## src/rtl/cf_gpio_cfg_bank.sv

```systemverilog
// cf_gpio_cfg_bank: per-channel pad configuration bank with a glitch-safe
// mode-change sequencer. A write parks the target pad in plain INPUT for
// SETTLE_CYCLES cycles, then applies the new mode.
//
// state    | meaning
// ---------+---------------------------------------------------------------
// ST_IDLE  | accepting writes (cfg_ready=1)
// ST_SAFE  | target channel forced to INPUT while the counter runs down
// ST_APPLY | target decodes the new mode; registers commit at end of cycle
module cf_gpio_cfg_bank #(
  parameter int         NUM_CH        = 4,
  parameter int         SETTLE_CYCLES = 4,
  parameter logic [2:0] RESET_MODE    = 3'd1
) (
  input  logic                  clk,
  input  logic                  rst,
  input  logic                  cfg_we,
  input  logic [4:0]            cfg_ch,
  input  logic [2:0]            cfg_mode,
  input  logic [1:0]            cfg_analog,
  output logic                  cfg_ready,
  output logic                  cfg_err,
  input  logic [NUM_CH-1:0]     io_out,
  input  logic [NUM_CH-1:0]     io_oeb,
  output logic [NUM_CH-1:0]     io_in,
  input  logic [NUM_CH-1:0]     gpio_in,
  output logic [3*NUM_CH-1:0]   gpio_dm,
  output logic [NUM_CH-1:0]     gpio_inp_dis,
  output logic [NUM_CH-1:0]     gpio_oeb_out,
  output logic [NUM_CH-1:0]     gpio_out_val,
  output logic [NUM_CH-1:0]     gpio_analog_en,
  output logic [NUM_CH-1:0]     gpio_analog_sel,
  output logic [NUM_CH-1:0]     gpio_analog_pol,
  output logic [NUM_CH-1:0]     gpio_ib_mode_sel,
  output logic [NUM_CH-1:0]     gpio_vtrip_sel,
  output logic [NUM_CH-1:0]     gpio_slow_sel,
  output logic [NUM_CH-1:0]     gpio_holdover,
  output logic [3*NUM_CH-1:0]   mode_o
);

  localparam int CNT_W = $clog2(SETTLE_CYCLES + 1);

  localparam logic [2:0] M_ANALOG   = 3'd0;
  localparam logic [2:0] M_INPUT    = 3'd1;
  localparam logic [2:0] M_INPUT_PD = 3'd2;
  localparam logic [2:0] M_INPUT_PU = 3'd3;
  localparam logic [2:0] M_OUTPUT   = 3'd4;
  localparam logic [2:0] M_BIDIR    = 3'd5;

  typedef enum logic [1:0] {ST_IDLE, ST_SAFE, ST_APPLY} state_t;

  state_t                      state_q, state_d;
  logic [CNT_W-1:0]            cnt_q, cnt_d;
  logic [4:0]                  tgt_ch_q, tgt_ch_d;
  logic [2:0]                  tgt_mode_q, tgt_mode_d;
  logic [1:0]                  tgt_ana_q, tgt_ana_d;
  logic [NUM_CH-1:0][2:0]      mode_q, mode_d;
  logic [NUM_CH-1:0][1:0]      ana_q, ana_d;
  logic                        cfg_err_q, cfg_err_d;
  logic [NUM_CH-1:0]           sync1_q, sync1_d;
  logic [NUM_CH-1:0]           sync2_q, sync2_d;

  logic [2:0]                  cur_mode;
  logic [1:0]                  cur_ana;
  logic                        ch_ok, mode_ok, wr_try, wr_valid, wr_bad, wr_same;

  logic [NUM_CH-1:0][2:0]      dm_c;

  // Qualify the incoming write against the addressed channel's stored setting.
  always_comb begin
    cur_mode = '0;
    cur_ana  = '0;
    for (int i = 0; i < NUM_CH; i++) begin
      if (5'(i) == cfg_ch) begin
        cur_mode = mode_q[i];
        cur_ana  = ana_q[i];
      end
    end
    ch_ok    = (32'(cfg_ch) < NUM_CH);
    mode_ok  = (cfg_mode <= M_BIDIR);
    wr_try   = cfg_we && (state_q == ST_IDLE);
    wr_valid = wr_try && ch_ok && mode_ok;
    wr_bad   = wr_try && !(ch_ok && mode_ok);
    wr_same  = (cur_mode == cfg_mode) && (cur_ana == cfg_analog);
  end

  // Bank sequencer next-state, settle counter and register commit.
  always_comb begin
    state_d    = state_q;
    cnt_d      = cnt_q;
    tgt_ch_d   = tgt_ch_q;
    tgt_mode_d = tgt_mode_q;
    tgt_ana_d  = tgt_ana_q;
    mode_d     = mode_q;
    ana_d      = ana_q;
    cfg_err_d  = wr_bad;
    case (state_q)
      ST_IDLE: begin
        if (wr_valid && !wr_same) begin
          state_d    = ST_SAFE;
          cnt_d      = CNT_W'(SETTLE_CYCLES);
          tgt_ch_d   = cfg_ch;
          tgt_mode_d = cfg_mode;
          tgt_ana_d  = cfg_analog;
        end
      end
      ST_SAFE: begin
        if (cnt_q == CNT_W'(1)) begin
          state_d = ST_APPLY;
          cnt_d   = '0;
        end else begin
          cnt_d = cnt_q - CNT_W'(1);
        end
      end
      ST_APPLY: begin
        for (int i = 0; i < NUM_CH; i++) begin
          if (5'(i) == tgt_ch_q) begin
            mode_d[i] = tgt_mode_q;
            ana_d[i]  = tgt_ana_q;
          end
        end
        state_d = ST_IDLE;
      end
      default: state_d = ST_IDLE;
    endcase
    sync1_d = gpio_in;
    sync2_d = sync1_q;
  end

  // State and configuration registers; reset drops any pending write.
  always_ff @(posedge clk or posedge rst) begin
    if (rst) begin
      state_q    <= ST_IDLE;
      cnt_q      <= '0;
      tgt_ch_q   <= '0;
      tgt_mode_q <= '0;
      tgt_ana_q  <= '0;
      for (int i = 0; i < NUM_CH; i++) begin
        mode_q[i] <= RESET_MODE;
        ana_q[i]  <= 2'b00;
      end
      cfg_err_q  <= 1'b0;
      sync1_q    <= '0;
      sync2_q    <= '0;
    end else begin
      state_q    <= state_d;
      cnt_q      <= cnt_d;
      tgt_ch_q   <= tgt_ch_d;
      tgt_mode_q <= tgt_mode_d;
      tgt_ana_q  <= tgt_ana_d;
      mode_q     <= mode_d;
      ana_q      <= ana_d;
      cfg_err_q  <= cfg_err_d;
      sync1_q    <= sync1_d;
      sync2_q    <= sync2_d;
    end
  end

  // Pad decode; the target channel shows INPUT while settling and the new
  // mode during APPLY so the pad never falls back to the old mode.
  always_comb begin
    dm_c            = '0;
    gpio_inp_dis    = '0;
    gpio_oeb_out    = '0;
    gpio_out_val    = '0;
    gpio_analog_en  = '0;
    gpio_analog_sel = '0;
    gpio_analog_pol = '0;
    for (int i = 0; i < NUM_CH; i++) begin
      logic [2:0] eff_mode;
      logic [1:0] eff_ana;
      eff_mode = mode_q[i];
      eff_ana  = ana_q[i];
      if (5'(i) == tgt_ch_q) begin
        if (state_q == ST_SAFE) begin
          eff_mode = M_INPUT;
          eff_ana  = 2'b00;
        end else if (state_q == ST_APPLY) begin
          eff_mode = tgt_mode_q;
          eff_ana  = tgt_ana_q;
        end
      end
      dm_c[i]         = 3'b001;
      gpio_oeb_out[i] = 1'b1;
      case (eff_mode)
        M_ANALOG: begin
          dm_c[i]            = 3'b000;
          gpio_inp_dis[i]    = 1'b1;
          gpio_analog_en[i]  = 1'b1;
          gpio_analog_sel[i] = eff_ana[1];
          gpio_analog_pol[i] = eff_ana[0];
        end
        M_INPUT_PD: begin
          dm_c[i]         = 3'b011;
          gpio_oeb_out[i] = 1'b0;
        end
        M_INPUT_PU: begin
          dm_c[i]         = 3'b010;
          gpio_oeb_out[i] = 1'b0;
          gpio_out_val[i] = 1'b1;
        end
        M_OUTPUT: begin
          dm_c[i]         = 3'b110;
          gpio_inp_dis[i] = 1'b1;
          gpio_oeb_out[i] = 1'b0;
          gpio_out_val[i] = io_out[i];
        end
        M_BIDIR: begin
          dm_c[i]         = 3'b110;
          gpio_oeb_out[i] = io_oeb[i];
          gpio_out_val[i] = io_out[i];
        end
        default: ;
      endcase
    end
  end

  assign gpio_dm          = dm_c;
  assign mode_o           = mode_q;
  assign cfg_ready        = (state_q == ST_IDLE);
  assign cfg_err          = cfg_err_q;
  assign io_in            = sync2_q;
  assign gpio_ib_mode_sel = '0;
  assign gpio_vtrip_sel   = '0;
  assign gpio_slow_sel    = '0;
  assign gpio_holdover    = '0;

endmodule
```

## config.mk

```make
export PLATFORM = sky130hd
export DESIGN_NAME = cf_gpio_cfg_bank
export DESIGN_NICKNAME = d
export VERILOG_FILES = /design/src/rtl/cf_gpio_cfg_bank.sv
export SDC_FILE = /design/constraint.sdc
export NUM_CORES = 1
export LEC_CHECK = 0
export CAP_MARGIN = 20
export CORE_ASPECT_RATIO = 0.7
export CORE_MARGIN = 2
export CORE_UTILIZATION = 43
export DETAILED_ROUTE_END_ITERATION = 10
export PLACE_DENSITY = 0.76
export REMOVE_ABC_BUFFERS = 1
export SLEW_MARGIN = 20
export SYNTH_ARGS = -nofsm -noshare
export SYNTH_HDL_FRONTEND = slang
export SYNTH_SLANG_ARGS = --single-unit
```

## constraint.sdc

```tcl
create_clock -name clk -period 5.65 [get_ports clk]
set_input_delay 1.13 -clock clk [delete_from_list [all_inputs] [get_ports clk]]
set_output_delay 1.13 -clock clk [all_outputs]
set_load 0.02 [all_outputs]
```

==> results.md <==
| Stage | Item | Value |
|:---|:---|:---|
| setup path | Slowest library cell on the worst path | sky130_fd_sc_hd__dfrtp_1 |
| die | Width of the die | 101.3 microns |
| place | Port Buffers | 78 |
| clock tree | Number of buffers between clock root and the deepest sink | 2 |
| clock tree | Number of buffers inserted for hold repair after clock tree synthesis | 0 |
| layout | Final instance count without filler cells | 441 |
| setup path | Family of cells with the greatest summed delay on the critical path | simple AND/OR/NAND/NOR gates |
| layout | Sequential cell area | 1106 sq um |
| setup path | Critical Path Most Common Cell | sky130_fd_sc_hd__nor2_1 |
| sta | Setup repair after global routing missed its margin | no |
| yosys | Synth warn | 0 |
| min path | Hold endpoint | io_in[2]$_DFF_PP0_ |
| layout | Number of diodes added for antenna fixing | 0 |
| yosys | Netlist area before placement | 2850 sq um |
| die | I/O pin count | 95 |
| yosys | Synthesis-stage register bit count | 44 |
| power and ir drop | Cell Pwr Density | 547.5 nW/um^2 |
| die | Die boundary height | 72.12 microns |
| setup path | Reg-to-reg critical path endpoint | tgt_mode_q[2]$_DFFE_PP0P_ |
| grt | Wire length of the first global-routing pass | 11,490 microns |
| yosys | Dominant synthesized flop cell | sky130_fd_sc_hd__dfrtp_1 |
| setup path | Beginning of the worst register-to-register path | state_q[0]$_DFFE_PP0P_ |
| outcome | Run status | completed |
| place | Final HPWL from detailed placement | 5367 microns |
| layout | Multi-input logic area | 1545 sq um |
| yosys | Avg Cell Area, Syn | 9.761 sq um |
| layout | Layout cells sized above 1 | 15.98% |
| setup path | Critical Path End Type | output port |
| detailed routing | Remaining routing DRC violations | 0 |
| yosys | Number of standard cells after synthesis | 292 |
| grt | Number of global-route vias before repair | 2,276 |
| sta | Final Slew Violations | 0 |
| die | Die Footprint | 7306 sq um |
| detailed routing | Count of vias placed by the detailed router | 2,519 |
| setup path | Data required time of the worst path | 4520 ps |
| sta | Fin Clk Skew | 6.470 ps |
| yosys | Synth cell types | 49 |
| yosys | Most frequent cells after synthesis | sky130_fd_sc_hd__dfrtp_1 (40), sky130_fd_sc_hd__nand2_1 (25), sky130_fd_sc_hd__nor2_1 (23), sky130_fd_sc_hd__mux2_2 (20), sky130_fd_sc_hd__buf_4 (18) |
| place | Placer congestion estimate | 0.9622 |
| detailed routing | DRT iter0 DRCs | 204 |
| sta | Post-layout minimum cycle time | 4755 ps |
| layout | Fin nets | 389 |
| grt | Gr ovfl total | 0 |
| grt | Total global-route track usage | 20.47% |
| die | Core area | 6306 sq um |
| yosys | Top cells by area in the synthesized netlist | sky130_fd_sc_hd__dfrtp_1 (35%), sky130_fd_sc_hd__mux2_2 (7.9%), sky130_fd_sc_hd__buf_4 (4.7%) |
| power and ir drop | Maximum vdd ir drop | 367.8 uV |
| setup path | Cells along the critical path | nor2_1, or3_1, a22o_1, nor2_2, nand2_1, nor2_1, clkdlybuf4s50_1 |
| grt | Pin count of the biggest net entering global routing | 45 |
| setup path | Setup slack, reg-to-reg | 3140 ps |
| yosys | Cell taking the most area after synthesis | sky130_fd_sc_hd__dfrtp_1 |
| detailed routing | Vias per cell | 5.712 |
| yosys | Most numerous cell in the Yosys netlist | sky130_fd_sc_hd__dfrtp_1 |
| detailed routing | Number of optimization iterations in the first detailed-route pass | 4 |
| sta | Final-report hold violation count | 0 |
| sta | Share of the clock period used by the worst path | 84.15% |
| sta | Setup violators final | 0 |
| run | Number of violations of the max-capacitance limit | 0 |
| layout | Area added between synthesis and finish | 30.25% |
| place | Placed cell count | 433 |
| sta | Aggregate negative setup slack | 0 ps |
| clock tree | Clock-pin slew on the worst setup and hold paths | 80 ps |
| clock tree | CTS tree | yes |
| yosys | Async set-or-reset flop fraction in the synthesized netlist | 100.0% |
| sta | Worst slew slack as a fraction of its limit | 25.02% |
| clock tree | Source-to-sink clock delay at the later pin of the worst-skew pair | 310 ps |
| yosys | Post-synthesis sequential area ratio | 38.81% |
| setup path | CP max FO | 38 |
| setup path | Count of buffer and inverter cells on the critical path | 1 |
| die | Starting density of the core | 45.20% |
| sta | Worst slew pin tran | 1125 ps |
| yosys | Portion of synthesized cell area occupied by the leading cell type | 35.12% |
| min path | Type of the most critical hold path | flip-flop to flip-flop |
| setup path | Peak per-stage delay on the critical path | 1090 ps |
| clock tree | Deepest level of the CTS H-tree | 2 |
| detailed routing | Wire per inst | 16.57 microns |
| power and ir drop | Leakage | 1.619 nW |
| detailed routing | Number of routed nets with antenna violations | 0 |
| min path | Worst hold path depth | 0 |
| sta | Peak clock frequency supported by timing | 0.2103 GHz |
| yosys | Post-synth EDFFs | 0 |
| setup path | Arrival time at the worst endpoint | 3620 ps |
| grt | Antenna violations before repair | 0 |
| setup path | Levels on crit path | 7 |
| layout | Fill cell count | 549 |
| clock tree | Clk Tree Root Cell | sky130_fd_sc_hd__clkbuf_8 |
| min path | Origin of the worst min-delay path | sync1_q[2]$_DFF_PP0_ |
| clock tree | Number of cells upsized or downsized after cts | 0 |
| setup path | Element type at the critical path start | flip-flop |
| die | Row count | 24 |
| clock tree | # clock sinks | 44 |
| setup path | Number of cells on the worst reg-to-reg path | 3 |
| detailed routing | Drt total wl | 7307 microns |
| clock tree | Number of buffers added by the clock tree synthesis step | 5 |
| clock tree | Number of setup buffers added after CTS | 0 |
| setup path | CP Class | flip-flop to output port |
-- cells by family (layout without fill, tap and decap cells) --
kind of cell | Yosys count | count (layout) | share of synthesized area (%)
other | 1 | 16 | 0.1316
and+or+nand+nor | 97 | 97 | 17.60
DFF | 44 | 44 | 38.81
muxes | 24 | 24 | 11.06
adders and majority gates | 2 | 2 | 0.8778
xor gates and xnor gates | 7 | 7 | 2.151
buffers and inverters | 47 | 103 | 8.955
AOI/OAI and AO/OA | 70 | 70 | 20.41
-- power by group --
| group | switching, mW | leakage, nW | internal [mW] |
|---|---|---|---|
| registers | 0.168 | 0.558 | 0.410 |
| clock network | 0.113 | 0.0541 | 0.131 |
| logic | 0.639 | 1.01 | 0.572 |
-- state kept, by name, summed over array words and instances (netlist names) --
signal	count
ana_q	8
io_in	4
sync1_q	4
mode_o	12
state_q	2
tgt_ch_q	5
cfg_err	1
tgt_ana_q	2
tgt_mode_q	3
cnt_q	3
-- layout by cell type, fill, tap and decap left out, types with 8 or more instances in the layout --
cell type and n:
sky130_fd_sc_hd__dfrtp_1 40, sky130_fd_sc_hd__inv_1 14, sky130_fd_sc_hd__nand2b_1 8, sky130_fd_sc_hd__clkdlybuf4s50_1 78, sky130_fd_sc_hd__nand2_1 25, sky130_fd_sc_hd__nor3_1 8
sky130_fd_sc_hd__mux2_2 20, sky130_fd_sc_hd__a21oi_1 8, sky130_fd_sc_hd__conb_1 16, sky130_fd_sc_hd__a22oi_1 12, sky130_fd_sc_hd__o41ai_1 8, sky130_fd_sc_hd__nor2_1 23
sky130_fd_sc_hd__a22o_1 12
-- worst reg2reg max path, stage by stage (launching register included) --
cell and delay (ps):
sky130_fd_sc_hd__dfrtp_1 790, sky130_fd_sc_hd__nor2_1 670, sky130_fd_sc_hd__o2111ai_2 510, sky130_fd_sc_hd__mux2_2 420
-- area by class of cell --
class                   count  share of cell area, %
inverters                  15                  1.517
clock buffers               5                  1.854
clock inverters             3                  1.146
repair buffers             80                  21.44
flip-flops and latches     44                  29.79
multi-input cells         216                  41.62
well taps                  78                  2.629
-- worst max path at each step --
stage,start,end,slack [ps]
after floorplan,state_q[0]$_DFFE_PP0P_,gpio_analog_pol[3],1780
after global placement,state_q[0]$_DFFE_PP0P_,gpio_analog_sel[3],1410
after detailed placement,state_q[0]$_DFFE_PP0P_,gpio_analog_sel[3],1320
after CTS,state_q[0]$_DFFE_PP0P_,gpio_analog_sel[3],970
after global routing,state_q[0]$_DFFE_PP0P_,gpio_analog_sel[3],730
final,state_q[0]$_DFFE_PP0P_,gpio_analog_sel[3],900
-- layer usage --
metal,GRT usage (%),up-vias,share of wire (%)
li1,-,1161,-
met1,28.85,1194,44
met2,30.54,152,43
met3,5.588,12,11
met4,7.207,0,1.6
met5,0,-,0
-- metrics by stage --
stage / hold slack [ps] / setup slack (ps) / cell area (sq um) / power [mW] / util [%]
6_report: 352.2 / 895.3 / 3712 / 2.033 / 58.87
5_1_grt: 361.6 / 733.3 / 3712 / 2.155 / 58.87
4_1_cts: 353.5 / 969.9 / 3712 / 2.034 / 58.87
3_5_place_dp: 334.7 / 1323 / 3601 / 1.785 / 57.10
3_3_place_gp: 331.7 / 1407 / 3601 / 1.765 / 57.10
2_1_floorplan: 331.2 / 1783 / 2708 / 1.255 / -
No activity file was read; power rests on OpenSTA's default activity.
